--- src/rtl/fifo_push_arbiter_if.sv ---
// fifo_push_arbiter_if: producer/FIFO-side signal bundle for the round-robin push arbiter
interface fifo_push_arbiter_if #(
  parameter int W    = 4,
  parameter int NREQ = 4,
  parameter int LW   = 5
);
  logic [NREQ-1:0]    req;
  logic [NREQ*W-1:0]  din_flat;
  logic [NREQ-1:0]    gnt;
  logic               fifo_push;
  logic [W-1:0]       fifo_din;
  logic               fifo_pop;
  logic [LW-1:0]      level;
  logic               arb_full;
  logic               underflow_err;
  logic [NREQ*16-1:0] grant_cnt_flat;
  modport master (
    output req, din_flat, fifo_pop,
    input  gnt, fifo_push, fifo_din, level, arb_full, underflow_err, grant_cnt_flat
  );
  modport slave (
    input  req, din_flat, fifo_pop,
    output gnt, fifo_push, fifo_din, level, arb_full, underflow_err, grant_cnt_flat
  );
endinterface

--- src/rtl/fifo_push_arbiter.sv ---
// fifo_push_arbiter: credit-tracked round-robin burst arbiter for one FIFO write port (optional grant counters under FIFO_ARB_STATS_EN)
module fifo_push_arbiter #(
  parameter int W     = 4,
  parameter int NREQ  = 4,
  parameter int DEPTH = 16,
  parameter int BURST = 2,
  parameter int LW    = 5
) (
  input logic clk,
  input logic reset,
  fifo_push_arbiter_if.slave bus
);
  localparam int IW = $clog2(NREQ);
  localparam int BW = (BURST > 1) ? $clog2(BURST) : 1;
  typedef enum logic {IDLE, OWN} state_t;
  state_t          state_q;
  logic [IW-1:0]   owner_q, ptr_q;
  logic [BW-1:0]   bcnt_q, bcnt_d;
  logic [LW-1:0]   level_q, level_d;
  logic            push_q, uf_q;
  logic [W-1:0]    din_q, sel_din;
  logic [IW-1:0]   base, win;
  logic            keep, hit, can, any, dn;
  logic [NREQ-1:0] gnt;
  int              idx;
  // Winner selection: the owner keeps the port inside its burst, otherwise search upward from the owner, previous owner last
  always_comb begin
    can = reset && (level_q < LW'(DEPTH));
    base = (state_q == OWN) ? owner_q : ptr_q;
    keep = (state_q == OWN) && bus.req[owner_q] && (int'(bcnt_q) < BURST - 1);
    hit = 1'b0;
    win = base;
    idx = 0;
    for (int k = 1; k <= NREQ; k++) begin
      idx = int'(base) + k;
      idx = (idx >= NREQ) ? idx - NREQ : idx;
      if (!hit && bus.req[IW'(idx)]) begin
        hit = 1'b1;
        win = IW'(idx);
      end
    end
    win = keep ? owner_q : win;
    any = can && (keep || hit);
    gnt = any ? (NREQ'(1) << win) : '0;
    sel_din = bus.din_flat[win*W +: W];
    dn = bus.fifo_pop && (level_q != '0);
    level_d = level_q + LW'(any) - LW'(dn);
    bcnt_d = (state_q == OWN && win == owner_q) ? ((int'(bcnt_q) < BURST - 1) ? bcnt_q + 1'b1 : bcnt_q) : '0;
  end
  // Ownership FSM, credit level, registered FIFO push and sticky underflow
  always_ff @(posedge clk) begin
    if (!reset) begin
      state_q <= IDLE;
      owner_q <= '0;
      ptr_q   <= IW'(NREQ - 1);
      bcnt_q  <= '0;
      level_q <= '0;
      push_q  <= 1'b0;
      din_q   <= '0;
      uf_q    <= 1'b0;
    end else begin
      push_q  <= any;
      level_q <= level_d;
      if (any) din_q <= sel_din;
      if (bus.fifo_pop && level_q == '0) uf_q <= 1'b1;
      if (any) begin
        state_q <= OWN;
        owner_q <= win;
        ptr_q   <= win;
        bcnt_q  <= bcnt_d;
      end else if (can && state_q == OWN && bus.req == '0) begin
        state_q <= IDLE;
        ptr_q   <= owner_q;
      end
    end
  end
  assign bus.gnt           = gnt;
  assign bus.fifo_push     = push_q;
  assign bus.fifo_din      = din_q;
  assign bus.level         = level_q;
  assign bus.arb_full      = (level_q == LW'(DEPTH));
  assign bus.underflow_err = uf_q;
`ifdef FIFO_ARB_STATS_EN
  logic [15:0] cnt_q [NREQ];
  // Per-requester saturating grant counters
  always_ff @(posedge clk) begin
    for (int i = 0; i < NREQ; i++) begin
      if (!reset) cnt_q[i] <= '0;
      else if (gnt[i] && cnt_q[i] != 16'hFFFF) cnt_q[i] <= cnt_q[i] + 1'b1;
    end
  end
  for (genvar g = 0; g < NREQ; g++) begin : g_cnt
    assign bus.grant_cnt_flat[g*16 +: 16] = cnt_q[g];
  end
`else
  assign bus.grant_cnt_flat = '0;
`endif
endmodule

--- src/flat_wrapper.sv ---
// flat-port wrapper written by rule: the top's interface ports become plain ports
module fifo_push_arbiter_flat 
#(
  parameter int W     = 4,
  parameter int NREQ  = 4,
  parameter int DEPTH = 16,
  parameter int BURST = 2,
  parameter int LW    = 5
)
  (clk, reset, bus_req, bus_din_flat, bus_fifo_pop, bus_gnt, bus_fifo_push, bus_fifo_din, bus_level, bus_arb_full, bus_underflow_err, bus_grant_cnt_flat);
  fifo_push_arbiter_if #(.W(W), .NREQ(NREQ), .LW(LW)) bus_i ();
  input logic clk;
  input logic reset;
  input wire logic [$bits(bus_i.req)-1:0] bus_req;
  input wire logic [$bits(bus_i.din_flat)-1:0] bus_din_flat;
  input wire logic [$bits(bus_i.fifo_pop)-1:0] bus_fifo_pop;
  output wire logic [$bits(bus_i.gnt)-1:0] bus_gnt;
  output wire logic [$bits(bus_i.fifo_push)-1:0] bus_fifo_push;
  output wire logic [$bits(bus_i.fifo_din)-1:0] bus_fifo_din;
  output wire logic [$bits(bus_i.level)-1:0] bus_level;
  output wire logic [$bits(bus_i.arb_full)-1:0] bus_arb_full;
  output wire logic [$bits(bus_i.underflow_err)-1:0] bus_underflow_err;
  output wire logic [$bits(bus_i.grant_cnt_flat)-1:0] bus_grant_cnt_flat;
  assign bus_i.req = bus_req;
  assign bus_i.din_flat = bus_din_flat;
  assign bus_i.fifo_pop = bus_fifo_pop;
  assign bus_gnt = bus_i.gnt;
  assign bus_fifo_push = bus_i.fifo_push;
  assign bus_fifo_din = bus_i.fifo_din;
  assign bus_level = bus_i.level;
  assign bus_arb_full = bus_i.arb_full;
  assign bus_underflow_err = bus_i.underflow_err;
  assign bus_grant_cnt_flat = bus_i.grant_cnt_flat;
  fifo_push_arbiter #(.W(W), .NREQ(NREQ), .DEPTH(DEPTH), .BURST(BURST), .LW(LW)) u_core (.clk(clk), .reset(reset), .bus(bus_i));
endmodule
--- config.mk ---
export PLATFORM = sky130hd
export DESIGN_NAME = fifo_push_arbiter_flat
export DESIGN_NICKNAME = d
export VERILOG_FILES = /design/src/rtl/fifo_push_arbiter_if.sv /design/src/rtl/fifo_push_arbiter.sv /design/src/flat_wrapper.sv
export SDC_FILE = /design/constraint.sdc
export NUM_CORES = 1
export LEC_CHECK = 0
export BUFFER_PORTS_ARGS = -buffer_cell sky130_fd_sc_hd__buf_4
export CAP_MARGIN = 5
export CORE_MARGIN = 10
export CORE_UTILIZATION = 45
export DETAILED_ROUTE_END_ITERATION = 12
export PLACE_DENSITY = 0.81
export SLEW_MARGIN = 15
export SYNTH_ARGS = -nofsm -noshare
export SYNTH_HDL_FRONTEND = slang
export SYNTH_SLANG_ARGS = --single-unit
--- constraint.sdc ---
create_clock -name clk -period 3.9 [get_ports clk]
set_clock_uncertainty 0.05 [all_clocks]
set_input_delay 0.585 -clock clk [delete_from_list [all_inputs] [get_ports clk]]
set_output_delay 0.585 -clock clk [all_outputs]
set_load 0.05 [all_outputs]
Yosys cells after proc, flatten, opt, wreduce, memory -nomap -nowiden. Index checks and enable logic that the tools add are counted.

Register bits: 17.

Multiplexer cells: 35. Order comparisons: 11. $add $sub $neg: 11. Reduce and logical (&&, ||, !) cells: 21. Eq/ne operators: 3. Shift operators: 2.

Operators by type and width (number): $mux W2 (12); $mux W1 (17); $lt A2 B4 Y1 const B (4); $shiftx A16 B5 Y4 (1); $logic_and A1 B1 Y1 (12); $bmux W1 S2 (5); $ge A3 B3 Y1 const B (3); $sub A2 B1 Y2 const B (4); $add A2 B2 Y3 const B (2); $add A5 B1 Y5 (1); $eq A5 B5 Y1 const B (1); $logic_not A5 Y1 (1); $lt A5 B5 Y1 const B (1); $reduce_bool A5 Y1 (1); $sub A5 B1 Y5 (1); $add A2 B3 Y4 const B (1); $ge A4 B3 Y1 const B (1); $logic_not A4 Y1 (1); $mux W4 (1); $shl A1 B2 Y4 const A (1); $add A2 B1 Y3 const B (1); $logic_not A1 Y1 (3); $lt A2 B3 Y1 const B (1); $eq A2 B2 Y1 (1); other kinds (6) (6).

Depth between registers and ports, before layout.
Word-level depth: 22. Depth in mapped cells: 12. Mapped depth without buffers: 12.

Least setup slack after synthesis. OpenSTA, ideal clock, no wires.

Kind: input to register. From: in bus_req[1]. To: reg u_core.level_q[4] (netlist: u_core.bus.level[4]). Arrival: 2.864 ns. Buffers on the path: 2. Slack: 0.870 ns. Stages on the path: 11. Data required time: 3.734 ns. Path through: buf_6 > or4_4 > nand3b_4 > inv_1 > buf_2 > ha_1 > fa_1 > a21oi_1 > nor2_1 > or3_1 > and3_1.

Longest elaborated chain between the ends: 17. Elaborated cells on any way between the ends: 30.

Ends and longest elaborated chain: from (decl) (RTL line flat_wrapper.sv:14) `input wire logic [$bits(bus_i.req)-1:0] bus_req;`; $bmux W1 S2 (RTL line fifo_push_arbiter.sv:37) `if (!hit && bus.req[IW'(idx)]) begin`; $mux W1 (implied by the code) (2 in a row) (RTL line fifo_push_arbiter.sv:37); $mux W1 (RTL line fifo_push_arbiter.sv:37); $logic_not A1 Y1 (RTL line fifo_push_arbiter.sv:37); $logic_and A1 B1 Y1 (RTL line fifo_push_arbiter.sv:37); $mux W1 (RTL line fifo_push_arbiter.sv:37); $logic_not A1 Y1 (RTL line fifo_push_arbiter.sv:37); $logic_and A1 B1 Y1 (RTL line fifo_push_arbiter.sv:37); $mux W1 (RTL line fifo_push_arbiter.sv:37); $logic_not A1 Y1 (RTL line fifo_push_arbiter.sv:37); $logic_and A1 B1 Y1 (RTL line fifo_push_arbiter.sv:37); $mux W1 (RTL line fifo_push_arbiter.sv:37); $logic_or A1 B1 Y1 * (RTL line fifo_push_arbiter.sv:43) `any = can && (keep || hit);`; $logic_and A1 B1 Y1 * (RTL line fifo_push_arbiter.sv:43); via u_core.any (RTL line fifo_push_arbiter.sv:23) `logic keep, hit, can, any, dn;`; $add A5 B1 Y5 * (RTL line fifo_push_arbiter.sv:47) `level_d = level_q + LW'(any) - LW'(dn);`; $sub A5 B1 Y5 * (RTL line fifo_push_arbiter.sv:47); to (signal assigned) (RTL line fifo_push_arbiter.sv:63) `level_q <= level_d;`; to (decl) (RTL line fifo_push_arbiter.sv:19) `logic [LW-1:0] level_q, level_d;`.

Mark *: on every way through the listed nets, which the timed path passes. The rest lies on a longest branch. The select of a mux whose other input is x is not followed. A chain may end at the register's enable or synchronous reset.

Worst setup path in the final report.
From: reg u_core.state_q. To: out bus_gnt[0].

Longest elaborated chain between the ends: 20. Elaborated cells on any way between the ends: 50.

Ends and longest elaborated chain: from (decl) (RTL line fifo_push_arbiter.sv:16) `state_t state_q;`; from (signal assigned) (RTL line fifo_push_arbiter.sv:53) `state_q <= IDLE;`; from (signal assigned) (RTL line fifo_push_arbiter.sv:67) `state_q <= OWN;`; from (signal assigned) (RTL line fifo_push_arbiter.sv:72) `state_q <= IDLE;`; $mux W2 (RTL line fifo_push_arbiter.sv:29) `base = (state_q == OWN) ? owner_q : ptr_q;`; $add A2 B1 Y3 (RTL line fifo_push_arbiter.sv:35) `idx = int'(base) + k;`; $ge A3 B3 Y1 / $sub A2 B1 Y2 (equally long branches) (RTL line fifo_push_arbiter.sv:36) `idx = (idx >= NREQ) ? idx - NREQ : idx;`; $mux W2 (RTL line fifo_push_arbiter.sv:36); $bmux W1 S2 (RTL line fifo_push_arbiter.sv:37); $mux W1 (implied by the code) (2 in a row) (RTL line fifo_push_arbiter.sv:37); $mux W1 (RTL line fifo_push_arbiter.sv:37); $logic_not A1 Y1 (RTL line fifo_push_arbiter.sv:37); [3 not listed]; $logic_and A1 B1 Y1 (RTL line fifo_push_arbiter.sv:37); $mux W1 (RTL line fifo_push_arbiter.sv:37); $logic_not A1 Y1 (RTL line fifo_push_arbiter.sv:37); $logic_and A1 B1 Y1 (RTL line fifo_push_arbiter.sv:37); $mux W2 / $mux W1 (equally long branches) (RTL line fifo_push_arbiter.sv:37); $mux W2 / $logic_or A1 B1 Y1 (equally long branches) (RTL line fifo_push_arbiter.sv:42, fifo_push_arbiter.sv:43); $shl A1 B2 Y4 / $logic_and A1 B1 Y1 (equally long branches) (RTL line fifo_push_arbiter.sv:44, fifo_push_arbiter.sv:43); $mux W4 * (RTL line fifo_push_arbiter.sv:44) `gnt = any ? (NREQ'(1) << win) : '0;`; to (decl) (RTL line flat_wrapper.sv:17) `output wire logic [$bits(bus_i.gnt)-1:0] bus_gnt;`.

Every way passes the cells marked *; elsewhere a longest branch is shown, timed or not. The select of a mux whose other input is x is not followed.

==> flow_metrics.tcl <==
set metrics [dict create \
    outcome "finished, final reports clean" \
    syn-cell-area_sq_mm 0.00181 \
    clk_latency_ns 0.25 \
    grt_setup_unrepaired "false" \
    final.setup.tns_ns 0 \
    synth-seq-cells 17 \
    worst-setup-path-type "flip-flop to output pin" \
    routed_wire_length_per_instance_um 12.9 \
    nFillCells 367 \
    cts_resized 0 \
    ant_nets 0 \
    ctsRootBufferMaster "clkbuf_8" \
    layout.cells.non_filler 300 \
    grtUsageTotal_pct 10.4 \
    die_width_um 83.4 \
    drt-initial-drc-count 73 \
    critical_path_required_ns 3.26 \
    static-leakage-power_nw 0.943 \
    ctsHtreeMaxLevel 1 \
    cts.path.max_buffers 2 \
    finalWeightedCongestion 0.816 \
    arrival_ns 2.34 \
    setup.worst_path.end_class "output pin" \
    grt_max_degree 20 \
    timing.critical_path.slowest_cell_delay_ns 0.58 \
    tritoncts "done" \
    fmaxAchievable_ghz 0.336 \
    detailed_place_hpwl_um 3260 \
    finalCoreUtilization_pct 50.2 \
    report.final.setup_viol 0 \
    syn_area_per_cell_sq_um 8.23 \
    synthAdderAreaFrac_pct 5.25 \
    numPortBuffers 38 \
    finish.net_count 283 \
    place_inst 296 \
    number_of_enable_flip_flop_cells_after_synthesis 0 \
    drcViolationCount 0 \
    number_of_buffers_created_by_cts 3 \
    vdd_ir_drop_max_v 0.000321 \
    synth.area.mux_share_pct 8.09 \
    grt_overflow 0 \
    timing_hold_violations_final 0 \
    floorplan.io_pins 103 \
    hp-class "flip-flop to flip-flop" \
    area_delta_synth_final_pct 4.56 \
    simple_gate_share_of_the_synthesized_area_pct 20.0 \
    height_of_the_die_um 83.4 \
    cts_num_sinks 17 \
    critPathLaunchType "flip-flop" \
    initial_antenna_violation_count 0 \
    synth-seq-area-share_pct 18.8 \
    drt_pre_antenna_iters 4 \
    unique_cell_type_count_in_the_yosys_netlist 50 \
    post_route_cells_drive_above_1_share_pct 22.6 \
    grt_pass1_wl_um 6440 \
    critical_path.top_delay_family "flip-flops" \
    fp.coreArea_sq_mm 0.00377 \
    pwr_density_cell_mw_per_mm2 717 \
    initial_utilization_pct 48.0 \
    cp_max_fo 12 \
    diodes 0 \
    fp.dieArea_sq_mm 0.00696 \
    ys.flop_type "dfxtp_1" \
    synth_compound_area_share_pct 13.8 \
    fin_crit_sh_pct 76.4 \
    dr_total_vias 1348 \
    drt-vias-per-instance 4.49 \
    vias_in_the_first_global_route 1432 \
    post_cts.repair.setup_buffers 0 \
    cts_hold_buffers_added 0 \
    async_reset_ff_share_pct 0 \
    largest_family_of_logic_cells_by_synthesized_area "buffers and inverters" \
    regArea_sq_um 340 \
    crit_path_cell_trace "mux2i_2, nor3_1, a21oi_1, nand2_1, a21o_2, nor2b_1, buf_4" \
    drv_slew 0 \
    synth_xor_area_share_pct 1.94 \
    critical-path-slowest-cell "dfxtp_1" \
    final_period_minus_worst_setup_slack_ns 2.98 \
    synth-warning-count 0 \
    number_of_max_capacitance_violations_reported 0 \
    synthCells 220 \
    cts.clk_slew.worst_paths_ns 0.07 \
    crit_buf_inv 1 \
    drt_wl_total_um 3870 \
    placement_rows 22 \
    multi_input_area_sq_mm 0.00113 \
]
==> logic make-up (layout without fill, tap and decap cells) <==
kind of cell	Yosys count	count (layout)
AOI/OAI and AO/OA	34	34
xor gates and xnor gates	4	4
adders and majority gates	7	7
buffers and inverters	82	51
DFF	17	17
muxes	13	13
other	1	64
and+or+nand+nor	62	62
==> flip-flops by register name, summed over array words and instances, names as in the netlist <==
name                      cells
u_core.bus.fifo_push          1
u_core.bcnt_q                 1
u_core.bus.fifo_din           4
u_core.ptr_q                  2
u_core.state_q                1
u_core.bus.level              5
u_core.owner_q                2
u_core.bus.underflow_err      1
==> Yosys cell counts, types with 2 or more instances <==
cell type	n	area, sq um
buf_6	3	33.8
nor3b_1	3	22.5
mux2_2	4	45.0
mux2_1	3	33.8
ha_1	6	75.1
a21oi_1	9	45.0
and2_1	8	50.1
xor2_1	3	26.3
nor2_1	9	33.8
nand2_1	11	41.3
mux2i_1	4	40.0
nor2b_1	10	62.6
mux2i_2	2	27.5
inv_1	9	33.8
nand3_1	3	15.0
o211ai_2	2	25.0
o21ai_0	10	50.1
dfxtp_1	17	340
nand2b_1	2	12.5
clkbuf_1	3	11.3
nor3_1	5	25.0
buf_4	66	495
==> cell type report <==
type / count / area share (%)
inverter: 9 / 1.78
timing repair buffer: 38 / 15.1
clock buffer: 3 / 2.18
clock inverter: 1 / 0.264
multi-input combinational: 184 / 59.6
tap: 48 / 3.17
sequential: 17 / 18.0
==> path summary, 6_finish.rpt <==
kind,to,start,depth (start not counted),slack (ns)
worst min register to register,u_core.bus.underflow_err$_SDFFE_PN0P_,u_core.bus.underflow_err$_SDFFE_PN0P_,2,0.45
worst max register to register,u_core.bus.level[4]$_SDFF_PN0_,u_core.bus.level[2]$_SDFF_PN0_,12,1.08
worst max-delay path,bus_gnt[0],u_core.state_q$_SDFFE_PN0P_,7,0.92
worst min-delay path,u_core.bus.underflow_err$_SDFFE_PN0P_,u_core.bus.underflow_err$_SDFFE_PN0P_,2,0.45
==> stage by stage <==
step	hold WS [ns]	total power [mW]	setup WS (ns)	instance area (sq um)
floorplan	0.421	1.11	0.870	2050
global placement	0.432	1.22	0.789	1850
detailed placement	0.438	1.24	0.736	1850
CTS	0.455	1.37	0.927	1890
global route	0.496	1.47	0.701	1890
finish	0.445	1.36	0.921	1890
==> placed cells by master, fill, tap and decap left out, types with 8 or more instances in the layout <==
| master | netlist | final |
|---|---|---|
| buf_4 | 66 | 38 |
| nor2_1 | 9 | 9 |
| a21oi_1 | 9 | 9 |
| o21ai_0 | 10 | 10 |
| conb_1 | 1 | 64 |
| nand2_1 | 11 | 11 |
| nor2b_1 | 10 | 10 |
| and2_1 | 8 | 8 |
| dfxtp_1 | 17 | 17 |
| inv_1 | 9 | 9 |
==> worst min-delay path, delay by kind of cell, from the launching register on <==
kind / cells / cell delay (ns)
and+or+nand+nor: 1 / 0.09
AOI/OAI and AO/OA: 1 / 0.04
DFF: 1 / 0.33
==> metal layers <==
metal  wire, um  track usage [%]  vias to the layer above
li1           -                -                      671
met1       1540             11.3                      612
met2       1930             18.3                       63
met3        389             4.49                        2
met4         15             2.12                        0
met5          0                0                        -
==> power breakdown <==
group	internal, mW	switching (mW)	leakage (nW)
Combinational	0.309	0.613	0.776
Sequential	0.238	0.0706	0.141
Clock	0.0707	0.0570	0.0255
Note: power is estimated with default switching activity, not from simulation.
